$ cat config.mk
export PLATFORM = sky130hd
export DESIGN_NAME = cpu_bus_ctrl
export DESIGN_NICKNAME = d
export VERILOG_FILES = /design/src/rtl/cpu_bus_ctrl.sv
export SDC_FILE = /design/constraint.sdc
export NUM_CORES = 1
export LEC_CHECK = 0
export CAP_MARGIN = 20
export CORE_ASPECT_RATIO = 1.4
export CORE_MARGIN = 10
export CORE_UTILIZATION = 25
export DETAILED_ROUTE_END_ITERATION = 8
export GPL_TIMING_DRIVEN = 0
export REMOVE_ABC_BUFFERS = 1
export SYNTH_ARGS = -nofsm -noshare
export SYNTH_HDL_FRONTEND = slang
export SYNTH_SLANG_ARGS = --single-unit
$ cat constraint.sdc
create_clock -name clk -period 2.52 [get_ports clk]
set_input_delay 0.504 -clock clk [delete_from_list [all_inputs] [get_ports clk]]
set_output_delay 0.504 -clock clk [all_outputs]
set_load 0.05 [all_outputs]
$ cat src/rtl/cpu_bus_ctrl.sv
// Memory-side bus controller for the Cpu core: turns one core request into a single
// strobed memory access with wait states, a ready handshake and a timeout abort.
module cpu_bus_ctrl #(
  parameter int ADDR_WIDTH  = 16,
  parameter int DATA_WIDTH  = 8,
  parameter int WAIT_STATES = 2,
  parameter int TIMEOUT     = 15
) (
  input  logic                  clk,
  input  logic                  rst,
  input  logic                  cpu_req_rdwr,
  input  logic                  cpu_which_rdwr,
  input  logic [ADDR_WIDTH-1:0] cpu_addr,
  input  logic [DATA_WIDTH-1:0] cpu_data_out,
  output logic                  cpu_enable,
  output logic [DATA_WIDTH-1:0] cpu_data_in,
  output logic [ADDR_WIDTH-1:0] mem_addr,
  output logic [DATA_WIDTH-1:0] mem_wdata,
  output logic                  mem_re,
  output logic                  mem_we,
  input  logic [DATA_WIDTH-1:0] mem_rdata,
  input  logic                  mem_ready,
  output logic                  bus_err
);

  typedef enum logic [1:0] {
    IDLE   = 2'd0,
    ACCESS = 2'd1,
    WAIT   = 2'd2,
    DONE   = 2'd3
  } state_t;

  localparam logic [3:0] WAIT_INIT   = 4'(WAIT_STATES);
  localparam logic [7:0] TIMEOUT_LIM = 8'(TIMEOUT);

  state_t     state;
  logic       is_write;
  logic [3:0] wait_cnt;
  logic [7:0] to_cnt;

  // Ready is checked before the timeout limit, so a late ready on the final cycle still completes.
  always_ff @(posedge clk or negedge rst) begin
    if (!rst) begin
      state       <= IDLE;
      is_write    <= 1'b0;
      wait_cnt    <= '0;
      to_cnt      <= '0;
      cpu_enable  <= 1'b1;
      cpu_data_in <= '0;
      mem_addr    <= '0;
      mem_wdata   <= '0;
      mem_re      <= 1'b0;
      mem_we      <= 1'b0;
      bus_err     <= 1'b0;
    end else begin
      case (state)
        IDLE: begin
          cpu_enable <= 1'b1;
          bus_err    <= 1'b0;
          if (cpu_req_rdwr) begin
            mem_addr <= cpu_addr;
            if (cpu_which_rdwr) begin
              mem_wdata <= cpu_data_out;
            end
            is_write   <= cpu_which_rdwr;
            mem_re     <= ~cpu_which_rdwr;
            mem_we     <= cpu_which_rdwr;
            cpu_enable <= 1'b0;
            state      <= ACCESS;
          end
        end
        ACCESS: begin
          mem_re   <= 1'b0;
          mem_we   <= 1'b0;
          wait_cnt <= WAIT_INIT;
          to_cnt   <= '0;
          state    <= WAIT;
        end
        WAIT: begin
          if (wait_cnt != 4'd0) begin
            wait_cnt <= wait_cnt - 4'd1;
          end else if (mem_ready) begin
            if (!is_write) begin
              cpu_data_in <= mem_rdata;
            end
            cpu_enable <= 1'b1;
            state      <= DONE;
          end else if (to_cnt == TIMEOUT_LIM) begin
            if (!is_write) begin
              cpu_data_in <= '1;
            end
            bus_err    <= 1'b1;
            cpu_enable <= 1'b1;
            state      <= DONE;
          end else begin
            to_cnt <= to_cnt + 8'd1;
          end
        end
        DONE: begin
          cpu_enable <= 1'b1;
          bus_err    <= 1'b0;
          state      <= IDLE;
        end
        default: state <= IDLE;
      endcase
    end
  end

endmodule

== Word-level counts from Yosys, hierarchy flattened ==
Index checks and enable logic that the tools add are counted.

* Bits in registers: 51
* Bits of input ports: 37
* Output and inout port bits: 36
* Word-level logic and storage cells: 71

* Add/subtract/negate cells: 2
* Equality and inequality tests: 11
* Multiplexer cells: 27
* Bitwise gates (word level): 3
* Reductions and logical operators: 17

{| class="wikitable"
|+ Operators with widths
! cell !! number
|-
| 2-to-1 mux 8 bit || 7
|-
| one-hot mux 8 bit (2 select lines) || 1
|-
| != test 2 bit (second input constant) || 6
|-
| AND reduction 4 bit || 3
|-
| AND reduction 3 bit || 3
|-
| adder 8 x 1 -> 8 bit (second input constant) || 1
|-
| equality test 8 x 4 -> 1 bit (second input constant) || 1
|-
| 2-to-1 mux 1 bit || 8
|-
| 2-to-1 mux 2 bit || 4
|-
| one-hot mux 2 bit (4 select lines) || 1
|-
| one-hot mux 4 bit (2 select lines) || 1
|-
| nonzero test 2 bit || 4
|-
| one-hot mux 1 bit (2 select lines) || 3
|-
| AND reduction 2 bit || 3
|-
| equality test 2 bit (second input constant) || 2
|-
| 2-to-1 mux 4 bit || 1
|-
| nonzero test 4 bit || 1
|-
| subtractor 4 x 1 -> 4 bit (second input constant) || 1
|-
| != test 3 bit (second input constant) || 1
|-
| inverter 1 bit || 3
|-
| one-hot mux 1 bit (3 select lines) || 1
|-
| nonzero test 3 bit || 1
|-
| equality test 2 x 1 -> 1 bit (second input constant) || 1
|-
| zero test 2 bit || 1
|-
| OR reduction 2 bit || 1
|}

== Logic depth before layout (Yosys ltp) ==
* Depth in word-level cells: 5
* Gate-level depth with buffers: 7
* Depth with buffers taken out: 6

== Worst setup path after synthesis ==
No wires, ideal clock.

* Path type: register -> register
* Start point: register state[0]
* End point: register to_cnt[7]
* Library setup time: 87 ps
* Arrival time: 1,874 ps
* Path slack: 559 ps
* Stages on the path, launching flop included: 8
* Period minus slack after synthesis: 1,961 ps
* Cells stage by stage: dfrtp_1 > inv_1 > ha_1 > clkbuf_1 > nor2b_1 > o2111ai_1 > or4_1 > o211ai_1

* Longest elaborated chain between the ends: 3
* Elaborated cells on any way between the ends: 8
* Classes of those cells: eq/ne (5); mux (1); reduce/logical (2)

{| class="wikitable"
|+ RTL lines
! element !! line !! RTL
|-
| start: declaration || 36 || <nowiki>state_t state;</nowiki>
|-
| start signal: assignment || 44 || <nowiki>state <= IDLE;</nowiki>
|-
| start signal: assignment || 69 || <nowiki>state <= ACCESS;</nowiki>
|-
| start signal: assignment || 77 || <nowiki>state <= WAIT;</nowiki>
|-
| equality test 2 bit / equality test 2 x 1 -> 1 bit (equally long branches) || 56 || <nowiki>case (state)</nowiki>
|-
| != test 2 bit (no line) / nonzero test 2 bit (equally long branches) || -- ||
|-
| AND reduction 4 bit (no line) || -- ||
|-
| end signal: assignment || 96 || <nowiki>to_cnt <= to_cnt + 8'd1;</nowiki>
|-
| end: declaration || 39 || <nowiki>logic [7:0] to_cnt;</nowiki>
|}

Several ways; a longest one is shown, not always the timed one.
A chain may end at the register's enable or synchronous reset.

== Worst setup path in the final report ==
* Start point: register wait_cnt[0]
* End point: register to_cnt[7]

* Longest elaborated chain between the ends: 3

{| class="wikitable"
|+ RTL lines
! element !! line !! RTL
|-
| start: declaration || 38 || <nowiki>logic [3:0] wait_cnt;</nowiki>
|-
| start signal: assignment || 81 || <nowiki>wait_cnt <= wait_cnt - 4'd1;</nowiki>
|-
| nonzero test 4 bit || 80 || <nowiki>if (wait_cnt != 4'd0) begin</nowiki>
|-
| != test 2 bit (no line) || -- ||
|-
| AND reduction 4 bit (no line) || -- ||
|}

Every way passes these cells.

==> flow_metrics.tcl <==
set metrics [dict create \
    vias 1811 \
    clk_pin_slew_ps 70 \
    wire_per_inst_um 15.92 \
    cts_buffer_depth 2 \
    crit_fanout 10 \
    vias_per_cell 4.842 \
    synthFlopType "dfrtp_1" \
    final_antenna_net_count 0 \
    io_buffers 72 \
    final_util_pct 36.89 \
    r2r_slack_ps 230 \
    fp.dieH_um 134.9 \
    outcome "finished, final reports clean" \
    fin_crit_sh_pct 90.90 \
    hold_buffers 0 \
    worstSetupPathType "register to register" \
    track_usage_pct 8.697 \
    syn-cell-area_um2 2359 \
    cts_buffers 5 \
    synth_top_area_share_pct 53.05 \
    synth-seq-cells 51 \
    tightest_slew_ps 718.7 \
    netlist-cell-type-count 45 \
    cp-start-kind "register" \
    final_common_cell "clkdlybuf4s50_1" \
    yosys-top-cells-area "dfrtp_1 53%, mux2_2 12%, ha_1 4.2%" \
    cts_sinks 51 \
    multi_input_area_um2 1026 \
    cts_tree "done" \
    dp_hpwl_um 4477 \
    grt_pass1_wl_um 9542 \
    drv_slew 0 \
    first_pass_iters 4 \
    drc 0 \
    die-area_um2 13770 \
    synthCells 193 \
    avgSynthCellArea_um2 12.22 \
    clk_latency_ps 290 \
    maxCapViolCount 0 \
    gr-total-overflow 0 \
    nNetsFinal 311 \
    first_global_vias 1882 \
    area_growth_pct 42.81 \
    ctsRootBufferMaster "clkbuf_16" \
    regArea_um2 1277 \
    ir_drop_v 0.0007519 \
    wl_um 5954 \
    antenna_cells 0 \
    rsz0062_at_grt "no" \
    gp_congestion 0.7159 \
    drt_iter0_markers 70 \
    setup_viol 0 \
    row_count 41 \
    hp-class "primary input to async pin" \
    grt_start_max_net_pins 29 \
    fin_area_um2 3368 \
    fmax_mhz 436.5 \
    p_leak_nw 1.394 \
    antenna_found_initial 0 \
    period_minus_slack_ps 2291 \
    fillCellCount 918 \
    whs_ps 245.5 \
    core_area_um2 9131 \
    ios 73 \
    htree_levels 2 \
    async_flop_share_pct 100.0 \
    synth_top_area_cell "dfrtp_1" \
    start_util_pct 25.83 \
    hold_violations 0 \
    end_kind "register" \
    crit_required_ps 2730 \
    fin_skew_ps 5.167 \
    place_area_um2 3197 \
    drive_above_1_share_pct 19.48 \
    ys_warn_count 0 \
    synth_edf_count 0 \
    powerDensity_nw_per_um2 1376 \
    seq_area_frac_synth_pct 54.16 \
    die_w_um 102.1 \
    arrival_ps 2500 \
    relSlewSlack_pct 51.97 \
    layout_common_cells "71 x clkdlybuf4s50_1, 50 x dfrtp_1, 25 x mux2_2" \
]
## path summary, 6_finish.rpt
| path | start | to | cells past startpoint |
|---|---|---|---|
| worst min-delay path | rst | cpu_data_in[2] | 1 |
| worst min register to register | mem_wdata[2] | mem_wdata[2] | 1 |
| worst max register to register | wait_cnt[0] | to_cnt[7] | 6 |
| max in group asynchronous | rst | to_cnt[1] | 2 |
| min in group clk | mem_wdata[2] | mem_wdata[2] | 1 |
| worst max-delay path | wait_cnt[0] | to_cnt[7] | 6 |
## layout make-up
cell class | instances | area share (%)
sequential | 51 | 37.93
inverter | 7 | 0.8172
tap | 107 | 3.975
clock inverter | 1 | 0.2229
timing repair buffer | 74 | 22.07
clock buffer | 7 | 4.532
multi-input combinational | 127 | 30.46
## sequential cells by signal, indices dropped and copies added, names as in the netlist
signal / flops
mem_addr: 16
cpu_data_in: 8
mem_wdata: 8
to_cnt: 8
wait_cnt: 4
state: 2
bus_err: 1
cpu_enable: 1
is_write: 1
mem_re: 1
mem_we: 1
## critical path, stage by stage (launching register included)
cell and delay (ps):
dfrtp_1 400, inv_1 120, ha_1 190, nor3b_2 560, o2111ai_1 320, or4_1 530
o211ai_1 90
## kinds of logic after synthesis
| family | share of synthesized area (%) |
|---|---|
| flops | 54.16 |
| simple gates | 12.10 |
| compound gates | 13.90 |
| mux | 12.79 |
| buf+inv | 2.440 |
| fa+ha+maj | 4.244 |
| xor+xnor | 0.3714 |
## synth_stat cells, drive strengths merged, types with 2 or more instances
cell type / number
o21ai: 4
nor2b: 3
nor3: 2
or4: 2
clkbuf: 7
a22o: 3
a31oi: 5
o31ai: 2
nand2: 16
o22a: 8
nor2: 5
mux2: 25
nand3: 6
o211ai: 2
mux2i: 2
inv: 6
a21o: 2
o22ai: 3
a21oi: 5
nor4: 2
nor4b: 2
ha: 8
dfrtp: 50
nand2b: 2
and3: 3
## routing by layer
metal	track usage, %	wire length, um	vias to the layer above
li1	-	-	853
met1	8.377	2321	907
met2	15.17	3002	45
met3	4.750	543	6
met4	3.066	87	0
met5	0	0	-
## power breakdown
| group | switching [mW] | internal [mW] | leakage [nW] |
|---|---|---|---|
| clock network | 0.304 | 0.423 | 0.0761 |
| registers | 0.199 | 1.16 | 0.610 |
| logic | 1.58 | 0.965 | 0.708 |
| total | 2.09 | 2.55 | 1.39 |
## through the flow
stage / setup slack [ps] / instances / setup TNS [ps] / power [mW]
after global placement: -710.4 / 364 / -35930 / 3.910
final: 229.2 / 374 / 0 / 4.635
after detailed placement: -98.64 / 365 / -814.1 / 3.943
after global routing: 31.64 / 374 / 0 / 4.888
after floorplan: 454.3 / 185 / 0 / 3.087
after CTS: 98.59 / 374 / 0 / 4.697
## timing repair
action / in CTS / in global routing
pin swaps: 1 / 0
endpoints found under the setup margin: 9 / 2
gates resized for setup: 1 / 1
buffers inserted: 1 / 0
No activity file was read; power rests on OpenSTA's default activity.
